==> config.mk <==
export PLATFORM = sky130hd
export DESIGN_NAME = reg_dump_reader
export DESIGN_NICKNAME = d
export VERILOG_FILES = /design/src/rtl/reg_dump_reader.sv
export SDC_FILE = /design/constraint.sdc
export NUM_CORES = 1
export LEC_CHECK = 0
export CORE_AREA = 2 2 56 48
export CTS_BUF_LIST = sky130_fd_sc_hd__clkbuf_4
export DETAILED_ROUTE_END_ITERATION = 10
export DIE_AREA = 0 0 58 50
export PLACE_DENSITY = 0.8
export SLEW_MARGIN = 15
export SYNTH_ARGS = -nofsm -noshare
export SYNTH_HDL_FRONTEND = slang
export SYNTH_SLANG_ARGS = --single-unit
==> constraint.sdc <==
create_clock -name i_clk -period 2.15 [get_ports i_clk]
set_clock_uncertainty 0.2 [all_clocks]
set_input_delay 0.43 -clock i_clk [delete_from_list [all_inputs] [get_ports i_clk]]
set_output_delay 0.43 -clock i_clk [all_outputs]
set_load 0.01 [all_outputs]
==> src/rtl/reg_dump_reader.sv <==
// ---------------------------------------------------------------------------
// reg_dump_reader
//
// Read-side sequencer for a register file with an asynchronous read port.
// On an accepted start it latches an address range [first_addr..last_addr]
// (modulo 2**ADDR_W, so first > last wraps through 0). It then walks that
// range through the read port and streams each captured word out over a
// valid/ready handshake. The block never writes the register file.
//
// Optional feature (macro REG_DUMP_CHECKSUM_EN):
//   When defined, every transferred register word is XOR-accumulated. After
//   the final register word, one extra checksum word is sent, and it is the
//   only word carrying out_last. When undefined, there is no checksum state
//   and out_last marks the final register word.
//
// Ports:
//   i_clk          clock, all state updates on rising edge
//   i_reset        synchronous active-high reset
//   i_start        begin a dump (only sampled while idle)
//   i_first_addr   first register to dump, latched on accepted start
//   i_last_addr    final register to dump, latched on accepted start
//   o_rd_addr      read pointer into the register file
//   i_rd_data      combinational read data for o_rd_addr
//   o_out_data     dumped word
//   o_out_valid    o_out_data is valid
//   i_out_ready    consumer accepts the word (transfer = valid && ready)
//   o_out_last     final word of the dump (meaningful while valid)
//   o_busy         high in every state except idle
//   o_done         one-cycle pulse after the final transfer
// ---------------------------------------------------------------------------
module reg_dump_reader #(
  parameter int ADDR_W = 4,
  parameter int DATA_W = 8
) (
  input  logic              i_clk,
  input  logic              i_reset,
  input  logic              i_start,
  input  logic [ADDR_W-1:0] i_first_addr,
  input  logic [ADDR_W-1:0] i_last_addr,
  output logic [ADDR_W-1:0] o_rd_addr,
  input  logic [DATA_W-1:0] i_rd_data,
  output logic [DATA_W-1:0] o_out_data,
  output logic              o_out_valid,
  input  logic              i_out_ready,
  output logic              o_out_last,
  output logic              o_busy,
  output logic              o_done
);

  localparam logic [2:0] S_IDLE  = 3'd0;
  localparam logic [2:0] S_FETCH = 3'd1;
  localparam logic [2:0] S_SEND  = 3'd2;
`ifdef REG_DUMP_CHECKSUM_EN
  localparam logic [2:0] S_CSUM  = 3'd3;
`endif
  localparam logic [2:0] S_DONE  = 3'd4;

  localparam logic [ADDR_W-1:0] ADDR_ONE = {{(ADDR_W-1){1'b0}}, 1'b1};

  // State and output registers
  logic [2:0]        r_state;
  logic [ADDR_W-1:0] r_addr;
  logic [ADDR_W-1:0] r_end_addr;
  logic [DATA_W-1:0] r_out_data;
  logic              r_out_valid;
  logic              r_out_last;
  logic              r_busy;
  logic              r_done;

  // Next-state values
  logic [2:0]        w_state_nxt;
  logic [ADDR_W-1:0] w_addr_nxt;
  logic [ADDR_W-1:0] w_end_addr_nxt;
  logic [DATA_W-1:0] w_out_data_nxt;
  logic              w_out_valid_nxt;
  logic              w_out_last_nxt;
  logic              w_busy_nxt;
  logic              w_done_nxt;

  logic              w_xfer;
  logic              w_at_end;

`ifdef REG_DUMP_CHECKSUM_EN
  logic [DATA_W-1:0] r_csum;
  logic [DATA_W-1:0] w_csum_nxt;

  // Fold one transferred word into the running XOR checksum.
  function automatic logic [DATA_W-1:0] f_csum_fold(
    input logic [DATA_W-1:0] acc,
    input logic [DATA_W-1:0] word
  );
    return acc ^ word;
  endfunction
`endif

  assign w_xfer   = r_out_valid & i_out_ready;
  assign w_at_end = (r_addr == r_end_addr);

  // Sequencer next-state and next-output logic
  always_comb begin
    w_state_nxt     = r_state;
    w_addr_nxt      = r_addr;
    w_end_addr_nxt  = r_end_addr;
    w_out_data_nxt  = r_out_data;
    w_out_valid_nxt = r_out_valid;
    w_out_last_nxt  = r_out_last;
    w_done_nxt      = 1'b0;
`ifdef REG_DUMP_CHECKSUM_EN
    w_csum_nxt      = r_csum;
`endif

    case (r_state)
      S_IDLE: begin
        if (i_start) begin
          w_addr_nxt     = i_first_addr;
          w_end_addr_nxt = i_last_addr;
          w_state_nxt    = S_FETCH;
`ifdef REG_DUMP_CHECKSUM_EN
          w_csum_nxt     = {DATA_W{1'b0}};
`endif
        end else begin
          w_state_nxt = S_IDLE;
        end
      end

      // rd_addr already equals r_addr, so rd_data is the word to capture.
      S_FETCH: begin
        w_out_data_nxt  = i_rd_data;
        w_out_valid_nxt = 1'b1;
`ifdef REG_DUMP_CHECKSUM_EN
        w_out_last_nxt  = 1'b0;
`else
        w_out_last_nxt  = w_at_end;
`endif
        w_state_nxt     = S_SEND;
      end

      // Outputs hold until the consumer takes the word.
      S_SEND: begin
        if (w_xfer) begin
          w_out_valid_nxt = 1'b0;
          w_out_last_nxt  = 1'b0;
`ifdef REG_DUMP_CHECKSUM_EN
          w_csum_nxt      = f_csum_fold(r_csum, r_out_data);
`endif
          if (!w_at_end) begin
            w_addr_nxt  = r_addr + ADDR_ONE;
            w_state_nxt = S_FETCH;
          end else begin
`ifdef REG_DUMP_CHECKSUM_EN
            w_state_nxt = S_CSUM;
`else
            w_state_nxt = S_DONE;
            w_done_nxt  = 1'b1;
`endif
          end
        end else begin
          w_state_nxt = S_SEND;
        end
      end

`ifdef REG_DUMP_CHECKSUM_EN
      // First cycle loads the finished checksum; then wait for its transfer.
      S_CSUM: begin
        if (!r_out_valid) begin
          w_out_data_nxt  = r_csum;
          w_out_valid_nxt = 1'b1;
          w_out_last_nxt  = 1'b1;
          w_state_nxt     = S_CSUM;
        end else if (w_xfer) begin
          w_out_valid_nxt = 1'b0;
          w_out_last_nxt  = 1'b0;
          w_state_nxt     = S_DONE;
          w_done_nxt      = 1'b1;
        end else begin
          w_state_nxt = S_CSUM;
        end
      end
`endif

      S_DONE: begin
        w_state_nxt = S_IDLE;
      end

      default: begin
        w_state_nxt     = S_IDLE;
        w_out_valid_nxt = 1'b0;
        w_out_last_nxt  = 1'b0;
      end
    endcase

    w_busy_nxt = (w_state_nxt != S_IDLE);
  end

  // State and registered-output update with synchronous reset
  always_ff @(posedge i_clk) begin
    if (i_reset) begin
      r_state     <= S_IDLE;
      r_addr      <= {ADDR_W{1'b0}};
      r_end_addr  <= {ADDR_W{1'b0}};
      r_out_data  <= {DATA_W{1'b0}};
      r_out_valid <= 1'b0;
      r_out_last  <= 1'b0;
      r_busy      <= 1'b0;
      r_done      <= 1'b0;
`ifdef REG_DUMP_CHECKSUM_EN
      r_csum      <= {DATA_W{1'b0}};
`endif
    end else begin
      r_state     <= w_state_nxt;
      r_addr      <= w_addr_nxt;
      r_end_addr  <= w_end_addr_nxt;
      r_out_data  <= w_out_data_nxt;
      r_out_valid <= w_out_valid_nxt;
      r_out_last  <= w_out_last_nxt;
      r_busy      <= w_busy_nxt;
      r_done      <= w_done_nxt;
`ifdef REG_DUMP_CHECKSUM_EN
      r_csum      <= w_csum_nxt;
`endif
    end
  end

  assign o_rd_addr   = r_addr;
  assign o_out_data  = r_out_data;
  assign o_out_valid = r_out_valid;
  assign o_out_last  = r_out_last;
  assign o_busy      = r_busy;
  assign o_done      = r_done;

endmodule

# Word level (Yosys, flattened, before mapping)
# Index checks and enable logic that the tools add are counted.
[classes] n_addsub=1 multipliers=0 div_mod_pow=0 magnitude_cmp=0 n_eq_ne=7 shifts=0 muxes=12 bitwise_logic=4 reduce_logical=8
[ops] op="2-to-1 mux 4 bit" count=3
[ops] op="case mux 3 bit (3 select lines)" count=1
[ops] op="case mux 4 bit (2 select lines)" count=1
[ops] op="2-to-1 mux 3 bit" count=2
[ops] op="inequality test 2 bit (second input constant)" count=3
[ops] op="case mux 1 bit (3 select lines)" count=2
[ops] op="adder 4 x 1 -> 4 bit (second input constant)" count=1
[ops] op="== test 4 bit" count=1
[ops] op="AND reduction 2 bit" count=2
[ops] op="AND reduction 4 bit" count=1
[ops] op="== test 3 x 1 -> 1 bit (second input constant)" count=1
[ops] op="== test 3 x 2 -> 1 bit (second input constant)" count=1
[ops] op="== test 3 bit (second input constant)" count=1
[ops] op="zero test 3 bit" count=1
[ops] op="2-to-1 mux 1 bit" count=3
[ops] op="NOT 1 bit" count=3
[ops] op="nonzero test 3 bit" count=1
[ops] op="OR reduction 3 bit" count=1
[ops] op="nonzero test 2 bit" count=1
[ops] op="OR reduction 2 bit" count=1
[ops] op="AND 1 bit" count=1
[word_totals] regBits=23 latchBits=0 ramBits=0 rom_bits=0 in_bits=20 out_inout_bits=16 wordCells=40 n_memories=0

# Depth between registers and ports, before layout
[depth] depth_word=5 depth_mapped=5 ltp_nobuf=4

# Worst setup path after synthesis
# OpenSTA, ideal clock, no wires.
[synth_timing] path_type="reg-to-reg" start="register r_addr[0] (netlist: o_rd_addr[0])" end="register r_addr[0] (netlist: o_rd_addr[0])" setup_time_ns=0.070 arrival_ns=1.378 required_ns=1.880 setup_slack_ns=0.502 stages_incl_launch_ff=6 n_path_buf=1 synth_period_minus_slack_ns=1.648 path_cell_list="dfxtp_1 xnor2_1 and4_1 buf_4 a2111o_1 a21oi_1"
[synth_via] elab_chain_cells=4 word_cells_on_any_way=7 cone_classes="1 x add/sub; 2 x eq/ne; 3 x mux; 1 x reduce/logical"
[synth_lines] item="from (decl)" line="62" source="logic [ADDR_W-1:0] r_addr;"
[synth_lines] item="from (signal assigned)" line="199" source="r_addr <= {ADDR_W{1'b0}};"
[synth_lines] item="from (signal assigned)" line="211" source="r_addr <= w_addr_nxt;"
[synth_lines] item="adder 4 x 1 -> 4 bit" line="147" source="w_addr_nxt = r_addr + ADDR_ONE;"
[synth_lines] item="2-to-1 mux 4 bit" line="146" source="if (!w_at_end) begin"
[synth_lines] item="2-to-1 mux 4 bit" line="140" source="if (w_xfer) begin"
[synth_lines] item="case mux 4 bit (2 select lines)" line="112" source="case (r_state)"
# Parallel ways exist; a longest one is shown, timed or not. The select of a mux whose other input is x is not followed.
# A chain may end at the register's enable or synchronous reset.

# Worst setup path after layout
[layout_timing] start="register r_addr[0] (netlist: o_rd_addr[0])" end="output port o_rd_addr[0]"
[layout_rtl] item="to (decl)" line="40" source="output logic [ADDR_W-1:0] o_rd_addr,"
# No word-level cell between the ends.

==> results list <==
- Critical path buffer and inverter count: 1
- Detailed Routing Iterations Pass 1: 4
- Final RePlAce weighted congestion: 0.908
- Largest net degree at the start of global routing: 16
* Fill cell count: 201
- Detailed placement finished with a half-perimeter wire length of 1.84 mm.
- Adding up every negative setup slack in the final design gives 0 ps.
- EDFF count, synth: 0
* Vertical die dimension: 50 µm
- During I/O placement, the number of pins put on the boundary was 36.
- Unrepaired setup endpoints after global routing: no
* DRT met1 WL: 1.03 mm
- Ratio of cells with drive above 1 in the final layout: 0.0710
- Row count: 16
- Across every metal layer, demand over resource in global routing totals 0.180.
- Antenna violations before repair: 0
* Worst reg-to-reg setup slack: 310 ps
* Flip-flop cell with the highest count after synthesis: dfxtp_1
- Initial cell density of the core: 0.444
* Number of cell instances on the worst register-to-register path: 4
- Input and output buffers added on the ports amount to 35.
- The most critical setup path has its endpoint at o_rd_addr[0].
* Average cell area after synthesis: 8.59 µm²
- In this run the clock root is driven by a clkbuf_4.
- Core ar.: 0.00232 mm²
- Shortest clock period the worst path allows after layout: 1990 ps
- Summed over all cells, the static leakage comes to 0.000497 µW.
- Counting every sink on the clock net gives 23.
- At the later pin of the worst-skew pair, clock insertion delay measures 310 ps.
- Endpoint kind of the worst setup timing path: primary output
* Unique masters post-synth: 34
- For this design the ratio of total power to cell area is 647 mW/mm².
- Worst IR Drop VDD: 0.374 mV
- The via count of the first global-routing pass came to 869.
* Commonest cells after routing, fill and taps aside: clkdlybuf4s50_1, nand2_1, dfxtp_1, a21oi_1, nor2_1
- Crit path max-delay family: buffers and inverters
- The worst setup path is launched from a flop.
- Summed instance area of the synthesized netlist: 0.00103 mm²
- At the pin with the least slew margin, the transition time is 508 ps.
* Floorplan die width: 58 µm
* Syn Nets: 141
- The total count of hold-check failures in the final report came to 0.
* Number of max-cap violations: 0
- Final nets: 177
- The worst setup path is of the flop to primary output kind.
* Via/cell ratio: 5.32
- Worst setup path startpoint: o_rd_addr[0]
- The run finished with clean final reports.
- The routed design uses 1.18 mm of met2 wire.
* Remaining design rule violation count: 0
- For this design, the slowest cell found on the critical path is clkdlybuf4s50_1.
- The largest total area in the synthesized netlist belongs to dfxtp_1.
* Iteration-0 DRC count of the detailed router: 31
* Path type of the worst min-delay path: flop to flop
* Area of combinational cells with multiple inputs: 523 µm²
* Post-route fraction of the period consumed by the critical path: 0.924
- Of the post-synthesis cell area, the dominant cell type holds 0.447.
* Met3 Routed Length: 160 µm
- Startpoint of the most critical register-to-register path: r_state[0]
- Relative slew slack: 0.660
- TritonCTS buffer count: 3
- Yosys synthesis warning count: 0
* Die Area: 0.00290 mm²
* Seq/Total Area, Yosys: 0.447
* Maximum count of clock buffers along a single path: 2
- In this run the worst path has a maximum fanout of 6.
- Cells after Synth: 120
- TritonCTS built the clock tree.
- DR vias: 969
- In this run, synthesis produced a sequential element count of 23.
- For this design, the CTS-stage hold fixing added 0 buffers.
* Top area cells in the synthesized netlist: dfxtp_1, nand2_1, a21oi_1, xnor2_1, nor4b_4
- Post CTS Setup Buffer Count: 0
* Fmax: 0.504 GHz
* Clock-pin slew reported for the worst setup and hold paths after clock tree synthesis: 120 ps
* WP depth: 1
- Setup violations remaining at the end of the flow were counted as 0.
- The first global-routing pass estimated 3.94 mm of wire.
- The sequential cells in the finished layout cover a total of 460 µm².
* Final antenna-violating net count: 0
- Overall routed net length: 2.40 mm
* Total grt overflow: 0
- Htree depth: 1
- The number of antenna diodes in the final layout is 0.
- Data arrives at the worst endpoint at 1360 ps.
- Most common cell after layout, fill and taps aside: clkdlybuf4s50_1
* Highest metal layer with signal wires: met4
* Resized cells post-CTS: 0
- Growth of design area from synthesis to finish: 37.7%
- Dividing the detail-routed wire length by the instance count gives 13.2 µm.
- Biggest cell delay along the critical path: 590 ps
- The final max-slew violation count was 0.
- The signal on the critical path passes through clkdlybuf4s50_1.
- In this run the critical register-to-register path is captured at o_rd_addr[2].
- Once layout is complete, the utilization of the core stands at 0.612.
- WP data required: 1520 ps
* Async set-or-reset flop fraction in the synthesized netlist: 0
[how the worst min path moves through the flow]
stage	from	cells past startpoint	slack (ps)	to
floorplan	r_end_addr[0]	2	250	r_end_addr[0]
global placement	o_out_data[3]	2	240	o_out_data[3]
detailed placement	o_out_data[0]	2	250	o_out_data[0]
CTS	o_out_data[0]	2	270	o_out_data[0]
global route	o_out_data[0]	2	290	o_out_data[0]
finish	o_out_data[7]	2	260	o_out_data[7]
[tightest hold or removal path, delay by kind of cell, from the launching register on]
family          cells  cell delay [ps]
compound gates      1               50
simple gates        1               50
flops               1              330
[final cells by class]
| class | instances | area share |
|---|---|---|
| clock buffers | 4 | 0.0211 |
| repair buffers | 38 | 0.263 |
| well taps | 27 | 0.0238 |
| flip-flops and latches | 23 | 0.324 |
| multi-input cells | 90 | 0.368 |
[synth_stat cells (2+ instances only)]
| library cell | n |
|---|---|
| nor3_1 | 3 |
| o32ai_1 | 2 |
| a211oi_1 | 2 |
| dfxtp_1 | 23 |
| a31oi_1 | 2 |
| nand2b_1 | 3 |
| nand3_1 | 2 |
| xnor2_1 | 4 |
| nor2_1 | 5 |
| clkbuf_1 | 3 |
| a21oi_1 | 19 |
| nand2_1 | 29 |
| nand3b_1 | 2 |
[where the power goes]
| part | switching, µW | internal (µW) |
|---|---|---|
| registers | 28.2 | 454 |
| clock network | 128 | 85.2 |
| logic | 104 | 118 |
| total | 260 | 658 |
[registers in the layout, summed over array words and instances, names as in the netlist]
register,count
o_busy,1
o_done,1
o_out_data,8
o_out_last,1
o_out_valid,1
o_rd_addr,4
r_end_addr,4
r_state,3
[through the flow]
stage,cell area (µm²),hold slack [ps],std cells,total power [µW],setup WS (ps)
finish,1420,259,182,918,164
global route,1420,292,182,968,83.7
CTS,1420,266,182,930,137
detailed placement,1390,248,178,712,133
global placement,1390,242,178,708,153
floorplan,1030,249,120,617,502
[layer usage]
| layer | vias up | GRT usage |
|---|---|---|
| met1 | 437 | 0.231 |
| met3 | 5 | 0.0394 |
| met4 | 0 | 0.0698 |
| met2 | 36 | 0.294 |
| met5 | - | 0 |
| li1 | 491 | - |
[logic make-up (layout without fill, tap and decap cells)]
| logic type | after synthesis | count (layout) | synth area share |
|---|---|---|---|
| AND/OR/NAND/NOR | 52 | 52 | 0.263 |
| AO/OA/AOI/OAI | 33 | 33 | 0.198 |
| flip-flops | 23 | 23 | 0.447 |
| buffers and inverters | 7 | 42 | 0.0461 |
| XOR/XNOR | 4 | 4 | 0.0340 |
| adder cells (fa/ha/maj) | 1 | 1 | 0.0121 |
(Power assumes the default switching activity.)
